`config.mk`:
```
export PLATFORM = sky130hd
export DESIGN_NAME = memory_dumper
export DESIGN_NICKNAME = d
export VERILOG_FILES = /design/src/rtl/system_pkg.sv /design/src/rtl/memory_dumper.sv
export SDC_FILE = /design/constraint.sdc
export NUM_CORES = 1
export LEC_CHECK = 0
export CORE_MARGIN = 2
export CORE_UTILIZATION = 45
export CTS_CLUSTER_DIAMETER = 200
export CTS_CLUSTER_SIZE = 25
export DETAILED_ROUTE_END_ITERATION = 10
export HOLD_SLACK_MARGIN = 0.06
export PLACE_DENSITY = 0.86
export SYNTH_ARGS = -nofsm -noshare
export SYNTH_HDL_FRONTEND = slang
export SYNTH_SLANG_ARGS = --single-unit
export TNS_END_PERCENT = 1
```
`constraint.sdc`:
```
create_clock -name clock -period 1.6 [get_ports clock]
set_input_delay 0.16 -clock clock [delete_from_list [all_inputs] [get_ports clock]]
set_output_delay 0.16 -clock clock [all_outputs]
set_load 0.005 [all_outputs]
```
`src/rtl/system_pkg.sv`:
```
// system_pkg: state encodings shared by the memory dumper, the system RAM mux and the bench
package system_pkg;

    typedef enum logic [2:0] {
        IDLE   = 3'd0,
        ISSUE  = 3'd1,
        WAIT   = 3'd2,
        SEND   = 3'd3,
        FINISH = 3'd4
    } dump_state_t;

    // The system mux hands the RAM port to the dumper only while in SYS_DUMPING
    typedef enum logic [1:0] {
        SYS_IDLE    = 2'd0,
        SYS_LOADING = 2'd1,
        SYS_RUNNING = 2'd2,
        SYS_DUMPING = 2'd3
    } sys_state_t;

endpackage

```
`src/rtl/memory_dumper.sv`:
```
// memory_dumper: streams a contiguous RAM range out over valid/ready; DUMP_CHECKSUM_EN adds a running checksum output
module memory_dumper
    import system_pkg::*;
#(
    parameter int ADDR_WIDTH   = 16,
    parameter int DATA_WIDTH   = 16,
    parameter int READ_LATENCY = 1
) (
    input  logic                  clock,
    input  logic                  reset,
    input  logic                  start,
    input  logic [ADDR_WIDTH-1:0] base_addr,
    input  logic [ADDR_WIDTH-1:0] length,
    output logic                  busy,
    output logic                  done,
    output logic [ADDR_WIDTH-1:0] mem_addr,
    output logic                  mem_read,
    input  logic [DATA_WIDTH-1:0] mem_read_data,
    output logic                  out_valid,
    input  logic                  out_ready,
    output logic [DATA_WIDTH-1:0] out_data,
    output logic [ADDR_WIDTH-1:0] out_addr
`ifdef DUMP_CHECKSUM_EN
    ,
    output logic [DATA_WIDTH-1:0] checksum
`endif
);

    localparam logic [1:0]            WAIT_LOAD = 2'(READ_LATENCY - 1);
    localparam logic [ADDR_WIDTH-1:0] LAST_WORD = ADDR_WIDTH'(1);

    dump_state_t           state;
    logic [ADDR_WIDTH-1:0] cur_addr;
    logic [ADDR_WIDTH-1:0] remaining;
    logic [1:0]            wait_cnt;

    // Control FSM; every output is registered and set on the transition into the state that owns it
    always_ff @(posedge clock) begin
        if (!reset) begin
            state     <= IDLE;
            busy      <= 1'b0;
            done      <= 1'b0;
            mem_read  <= 1'b0;
            mem_addr  <= '0;
            out_valid <= 1'b0;
            out_data  <= '0;
            out_addr  <= '0;
            cur_addr  <= '0;
            remaining <= '0;
            wait_cnt  <= '0;
        end else begin
            done     <= 1'b0;
            mem_read <= 1'b0;
            case (state)
                IDLE: begin
                    if (start) begin
                        cur_addr  <= base_addr;
                        remaining <= length;
                        busy      <= 1'b1;
                        if (length == '0) begin
                            state <= FINISH;
                            done  <= 1'b1;
                        end else begin
                            state    <= ISSUE;
                            mem_read <= 1'b1;
                            mem_addr <= base_addr;
                        end
                    end
                end
                ISSUE: begin
                    wait_cnt <= WAIT_LOAD;
                    state    <= WAIT;
                end
                WAIT: begin
                    if (wait_cnt == '0) begin
                        out_data  <= mem_read_data;
                        out_addr  <= cur_addr;
                        out_valid <= 1'b1;
                        state     <= SEND;
                    end else begin
                        wait_cnt <= wait_cnt - 2'd1;
                    end
                end
                SEND: begin
                    if (out_ready) begin
                        out_valid <= 1'b0;
                        cur_addr  <= cur_addr + 1'b1;
                        remaining <= remaining - 1'b1;
                        if (remaining == LAST_WORD) begin
                            state <= FINISH;
                            done  <= 1'b1;
                        end else begin
                            state    <= ISSUE;
                            mem_read <= 1'b1;
                            mem_addr <= cur_addr + 1'b1;
                        end
                    end
                end
                FINISH: begin
                    busy  <= 1'b0;
                    state <= IDLE;
                end
                default: state <= IDLE;
            endcase
        end
    end

`ifdef DUMP_CHECKSUM_EN
    // Running sum of accepted beats, cleared on an accepted start and frozen once the dump ends
    always_ff @(posedge clock) begin
        if (!reset) begin
            checksum <= '0;
        end else if (state == IDLE && start) begin
            checksum <= '0;
        end else if (state == SEND && out_ready) begin
            checksum <= checksum + out_data;
        end
    end
`endif

endmodule
```
**Yosys cells after proc, flatten, opt, wreduce, memory -nomap -nowiden**

Index checks and enable logic that the tools add are counted.

- Add/sub/neg operators: 3
- Equal/unequal tests: 11
- Multiplexer cells: 34
- Reduce and logical (&&, ||, !) cells: 14

Operators by type and width:

| operator | number |
|---|---|
| $mux 16 | 8 |
| $pmux 16 s2 | 3 |
| $add 16x1->16 const B | 1 |
| $eq 16x1->1 const B | 1 |
| $logic_not 16->1 | 1 |
| $sub 16x1->16 const B | 1 |
| $mux 3 | 5 |
| $ne 2x2->1 const B | 6 |
| $pmux 3 s4 | 1 |
| $mux 1 | 11 |
| $reduce_and 3->1 | 3 |
| $pmux 1 s2 | 4 |
| $reduce_bool 2->1 | 4 |
| $eq 3x2->1 const B | 2 |
| $reduce_and 2->1 | 3 |
| $reduce_and 5->1 | 1 |
| $pmux 2 s2 | 1 |
| $eq 3x1->1 const B | 1 |
| $eq 3x3->1 const B | 1 |
| $logic_not 3->1 | 1 |
| $logic_not 2->1 | 1 |
| $mux 2 | 1 |
| $sub 2x1->2 const B | 1 |

- Register bits: 89
- Output and inout bits: 52

**Depth between registers and ports, before layout**

Gate-level depths: netlist (run 1).

- Depth in word-level cells: 4
- Mapped depth: 8

**Worst setup path after synthesis (run 1)**

Ideal clock, no wire load.

- Kind: flip-flop to flip-flop
- Start point: register remaining[9]
- End point: register remaining[14]
- Setup time: 0.132 ns
- Data arrival time: 1.607 ns
- Required time: 1.468 ns
- Setup slack: -0.139 ns
- Stages on the path, launching flop included: 6
- Buffers on the path: 0
- Path through: dfxtp_1 > or3_4 > or4_4 > o31a_1 > o21ai_2 > a21oi_1

- Word-level cells in the longest chain between the ends: 3

RTL lines:

| what | line | RTL |
|---|---|---|
| start, declared | memory_dumper.sv:34 | `logic [ADDR_WIDTH-1:0] remaining;` |
| start signal, assigned | memory_dumper.sv:58 | `remaining <= length;` |
| start signal, assigned | memory_dumper.sv:88 | `remaining <= remaining - 1'b1;` |
| $sub 16x1->16 | memory_dumper.sv:88 |  |
| $mux 16 | memory_dumper.sv:85 | `if (out_ready) begin` |
| $pmux 16 s2 | memory_dumper.sv:54 | `case (state)` |

No other way between the ends. The select of a mux whose other input is x is not followed.
A chain may end at the register's enable or synchronous reset.

**Worst setup path after layout (run 1)**

- Start point: register remaining[2]
- End point: register remaining[15]

The elaborated chain is that of the path after synthesis.

==> impl_metrics.ini, run 1 <==
[synth]
synth_ff_type = dfxtp_1
synth_fp_nets = 603
synth.ff_latch_count = 89
syn_avg_cell_area_um2 = 7.83
postSynthCellCount = 547
synth_top_cell_by_area = dfxtp_1
ys_warn_count = 0
yosysMostFrequentCell = nand2_1
synth_common_cells = nand2_1 (135), dfxtp_1 (89), a21oi_1 (65)
synth_edf_count = 0
async_reset_ff_frac = 0
synth_area_leaders = dfxtp_1 (42%), nand2_1 (12%), a21oi_1 (7.6%)
synthDistinctLibCells = 64
synth_top_cell_area_share = 0.416
syn-cell-area_um2 = 4280
yosysSeqAreaShare = 0.416

[timing]
slew_headroom = 0.751
min_period_ns = 1.77
hold_viol = 0
setup_viol = 43
holdWs_ns = 0.312
finalCritPeriodShare = 1.10
clock_skew_ns = 0.0135
fmax_mhz = 566
worst_pin_slew_ns = 0.371
grt_setup_unrepaired = true
finalSetupTns_ns = -3.49
layout_setup_ws_ns = -0.166
final-max-slew-violation-count = 0

[setup_path]
path_cells = or4_4 -> or3_4 -> o31ai_4 -> nand2_1 -> a21oi_2
max_stage_delay_ns = 0.58
crit_slowest_cell = or4_4
path_delay_family = simple AND/OR/NAND/NOR gates
cp-start-kind = flop
required_ns = 1.92
cp.arrival_ns = 2.08
worst-path-max-fanout = 4
end_kind = flop
r2r_end = remaining[15]
timing.rr.start = remaining[2]
critPathBufInv = 0
r2r_slack_ns = -0.17
crit_type = flop to flop
reg2reg_depth = 5

[outcome]
status = complete, but fails checks
violations = negative setup slack

[clocking]
clkTransAtPathRegs_ns = 0.11
cts.path.max_buffers = 2
cts_tree = done
numCtsBuffers = 9
htreeDepth = 3
insertion_delay_ns = 0.38
cts-root-buf = clkbuf_8
cts_hold_buf = 0
clock-sinks = 89

[floorplanning]
die_height_um = 102
core.rowCount = 35
initial_core_util = 0.464
io_pins = 104
dieArea_um2 = 10300
chipWidth_um = 102
fp.coreArea_um2 = 9240

[detailed_routing]
avgRoutedWirePerCell_um = 17.3
ant_nets = 0
drt_iter0_drc = 480
drt-vias-per-instance = 5.78
dr_wl_met2_mm = 7.03
drt-met1-wl_mm = 6.04
met3_length_um = 931
top_layer = met4
wl_mm = 14.5
vias = 4857
first_pass_iters = 5
drc = 0

[placement]
numPortBuffers = 103
gp_congestion = 0.877
dp_hpwl_mm = 10.1

[power]
vdd_drop_max_v = 0.000407
powerDensity_nw_per_um2 = 884
power.leakage_nw = 2.44

[finish]
n_antenna_cell = 0
layout-drive-gt1-share = 0.221
areaGrowthSynthToFinish_pct = 50.6
fin_nets = 762

[grt]
grt_max_degree = 45
antenna_found_initial = 0
grt_overflow_total = 0
grtUsageTotal = 0.270
grt_first_pass_wirelength_mm = 22.0
grt_pass1_vias = 4653

[hold_path]
hold_depth = 3
whs_endpoint = out_data[3]
hold_class = input pin to flop
min_from = mem_read_data[3]

[job]
max_cap_violations = 0
==> flip-flops by register name, indices dropped and copies added (netlist names) <==
register   flops
busy           1
remaining     16
state          3
wait_cnt       2
mem_addr      16
out_addr      16
cur_addr      16
done           1
out_data      16
out_valid      1
mem_read       1
==> tightest hold or removal path: stages <==
cell and delay (ns):
clkdlybuf4s50_1 0.40, nand2_1 0.06, a21oi_1 0.05
==> how the worst max path moves through the flow <==
| stage | start | endpoint | slack, ns | cells past startpoint |
|---|---|---|---|---|
| after floorplan | remaining[10] | remaining[14] | -0.05 | 5 |
| after global placement | length[8] | mem_addr[0] | -0.43 | 7 |
| after detailed placement | length[9] | mem_addr[5] | -0.47 | 9 |
| after CTS | remaining[2] | remaining[15] | -0.14 | 5 |
| after global routing | remaining[1] | mem_addr[14] | -0.26 | 8 |
| final | remaining[2] | remaining[15] | -0.17 | 5 |
==> layout make-up <==
| type | instances | area (um2) |
|---|---|---|
| fill | 703 | 2790 |
| inverter | 9 | 33.8 |
| multi-input combinational | 410 | 2500 |
| timing repair buffer | 187 | 1760 |
| clock inverter | 7 | 72.6 |
| clock buffer | 9 | 124 |
| sequential | 89 | 1800 |
| tap | 129 | 161 |
==> power by group <==
part	switching (mW)	internal, mW
combinational	0.816	0.817
sequential	0.138	2.38
clock	0.938	0.612
==> cells by family (layout without fill, tap and decap cells) <==
group,Yosys count,count (layout),share of synthesized area
compound gates,162,162,0.243
xor+xnor,7,7,0.0143
fa+ha+maj,4,4,0.0117
buf+inv,48,212,0.0520
flops,89,89,0.416
mux,1,1,0.00234
simple gates,236,236,0.260
==> routing by layer <==
metal / global-route usage / up-vias
met3: 0.0380 / 57
met5: 0 / -
met2: 0.457 / 231
li1: - / 2253
met4: 0.129 / 0
met1: 0.339 / 2316
==> timing repair <==
| item | in CTS | in global routing |
|---|---|---|
| pin swaps | 8 | 12 |
| endpoints found under the setup margin | 46 | 50 |
| buffers inserted | 2 | 1 |
| gates resized for setup | 22 | 27 |
==> through the flow <==
stage	instance area [um2]	instances	util	total power, mW	setup WS [ns]
4_1_cts	6290	839	0.681	5.59	-0.142
3_3_place_gp	6000	821	0.649	3.97	-0.434
3_5_place_dp	6000	821	0.649	4.03	-0.466
2_1_floorplan	4300	547	-	3.25	-0.0534
5_1_grt	6450	840	0.698	5.93	-0.259
6_report	6450	840	0.698	5.70	-0.166
==> layout by cell type, fill, tap and decap left out, types with 5 or more instances in the layout <==
| cell type | instances |
|---|---|
| dfxtp_1 | 78 |
| a31oi_1 | 5 |
| nor4_4 | 5 |
| o21ai_0 | 24 |
| nand3_1 | 14 |
| clkdlybuf4s50_1 | 103 |
| a211oi_2 | 5 |
| clkbuf_8 | 9 |
| o21a_1 | 5 |
| a21oi_1 | 63 |
| nor2_1 | 32 |
| xor2_1 | 5 |
| o211ai_1 | 7 |
| a22oi_1 | 5 |
| nand2_1 | 132 |
| buf_4 | 75 |
| o31ai_1 | 5 |
| buf_12 | 7 |
| dfxtp_2 | 9 |
| inv_1 | 7 |
| or3_1 | 5 |
Power figures use the tool's default switching activity.
==> run 2: changes to the inputs <==
- CORE_ASPECT_RATIO: unset -> 1.25
==> impl_metrics.ini, run 2 (same netlist as run 1, synthesis figures left out) <==
[placement]
dp_hpwl_mm = 9.21
gp_congestion = 0.864
dp_cells = 808
numPortBuffers = 103

[detailed_routing]
drt_iter0_drc = 359
wl_mm = 13.5
drc = 0
drt-vias-per-instance = 5.69
avgRoutedWirePerCell_um = 16.3
vias = 4704
first_pass_iters = 5
ant_nets = 0

[grt]
grt_overflow_total = 0
grt_max_degree = 36
grt_first_pass_wirelength_mm = 21.7
grt_pass1_vias = 4548
antenna_found_initial = 0
grtUsageTotal = 0.261

[timing]
slew_headroom = 0.760
clock_skew_ns = 0.00722
finalCritPeriodShare = 1.10
holdWs_ns = 0.367
hold_viol = 0
grt_setup_unrepaired = true
layout_setup_ws_ns = -0.152
fmax_mhz = 571
min_period_ns = 1.75
finalSetupTns_ns = -3.14
worst_pin_slew_ns = 0.357
setup_viol = 43
final-max-slew-violation-count = 0

[power]
vdd_drop_max_v = 0.000596
power.leakage_nw = 2.42
power_mw = 6.24
powerDensity_nw_per_um2 = 957

[floorplanning]
io_pins = 104
core.rowCount = 39
die_height_um = 113
fp.coreArea_um2 = 9220
dieArea_um2 = 10300
initial_core_util = 0.464
chipWidth_um = 91.3

[setup_path]
r2r_end = mem_addr[13]
crit_slowest_cell = or3b_4
cp.arrival_ns = 2.02
path_cells = or3b_4 -> a21oi_4 -> o221a_4 -> o211ai_1 -> a21oi_1
reg2reg_depth = 5
path_delay_family = compound AO/OA/AOI/OAI gates
cp-start-kind = flop
end_kind = flop
required_ns = 1.87
crit_type = flop to flop
worst-path-max-fanout = 16
timing.rr.start = state[1]
r2r_slack_ns = -0.15
critPathBufInv = 0
startpoint = state[1]
max_stage_delay_ns = 0.42

[outcome]
status = complete, but fails checks
violations = negative setup slack

[hold_path]
hold_depth = 3
hold_class = input pin to flop
min_from = mem_read_data[15]
whs_endpoint = out_data[15]

[clocking]
cts.path.max_buffers = 2
clock-sinks = 89
cts_tree = done
cts-root-buf = clkbuf_16
insertion_delay_ns = 0.35
clkTransAtPathRegs_ns = 0.06
htreeDepth = 3
numCtsBuffers = 9
cts_hold_buf = 0

[finish]
fin_nets = 754
final_cell_mix = nand2_1 (132), clkdlybuf4s50_1 (103), dfxtp_1 (76)
final_util = 0.708
fin_cells = 826
n_antenna_cell = 0
layout_commonest_cell = nand2_1
layout-drive-gt1-share = 0.225
areaGrowthSynthToFinish_pct = 52.4

[job]
max_cap_violations = 0
run 2: cell count changes in the layout (fill, tap and decap cells not counted), moves of 3 or more:
cell	before	now
dfxtp_2	9	13
buf_4	75	62
buf_6	2	7
clkbuf_16	0	9
o21ai_1	4	7
nor4_2	3	6
clkinv_2	0	3
clkbuf_8	9	1
o21ai_0	24	19
run 2: metal layers:
layer,track usage,vias to the layer above,wire length [um]
li1,-,2236,-
met4,0.112,0,442
met2,0.451,215,6820
met5,0,-,0
met1,0.321,2210,5460
met3,0.0446,43,756
run 2: worst register-to-register path, delay by kind of cell, from the launching register on:
family / cells / cell delay [ns]
DFF: 1 / 0.34
AOI/OAI and AO/OA: 4 / 0.92
and+or+nand+nor: 1 / 0.42
run 2: worst max-delay path by stage:
stage                         end  slack [ns]  cells after the start
floorplan           remaining[14]       -0.05                      5
global placement      mem_addr[4]       -0.50                      8
detailed placement    mem_addr[7]       -0.52                      8
CTS                 remaining[15]       -0.11                      5
global route         mem_addr[13]       -0.20                      5
finish               mem_addr[13]       -0.15                      5
run 2: cell type report:
class                      count  area, um2
inverter                       9       33.8
clock buffer                  11        243
sequential                    89       1800
tap                          123        154
multi-input combinational    410       2530
clock inverter                 5       53.8
timing repair buffer         179       1710
fill                         633       2700
run 2: stage by stage:
step / setup slack, ns / instance area [um2]
2_1_floorplan: -0.0534 / 4300
3_3_place_gp: -0.502 / 5930
3_5_place_dp: -0.516 / 5930
4_1_cts: -0.114 / 6390
5_1_grt: -0.204 / 6530
6_report: -0.152 / 6530
run 2: what timing repair did:
item / in CTS / in global routing
pin swaps: 11 / 16
buffers inserted: 1 / 1
gates resized for setup: 41 / 29
endpoints found under the setup margin: 49 / 50
run 2: where the power goes:
group	internal [mW]	switching, mW	total (mW)
logic	0.816	0.791	1.61
registers	2.38	0.141	2.53
clock network	1.25	0.862	2.11
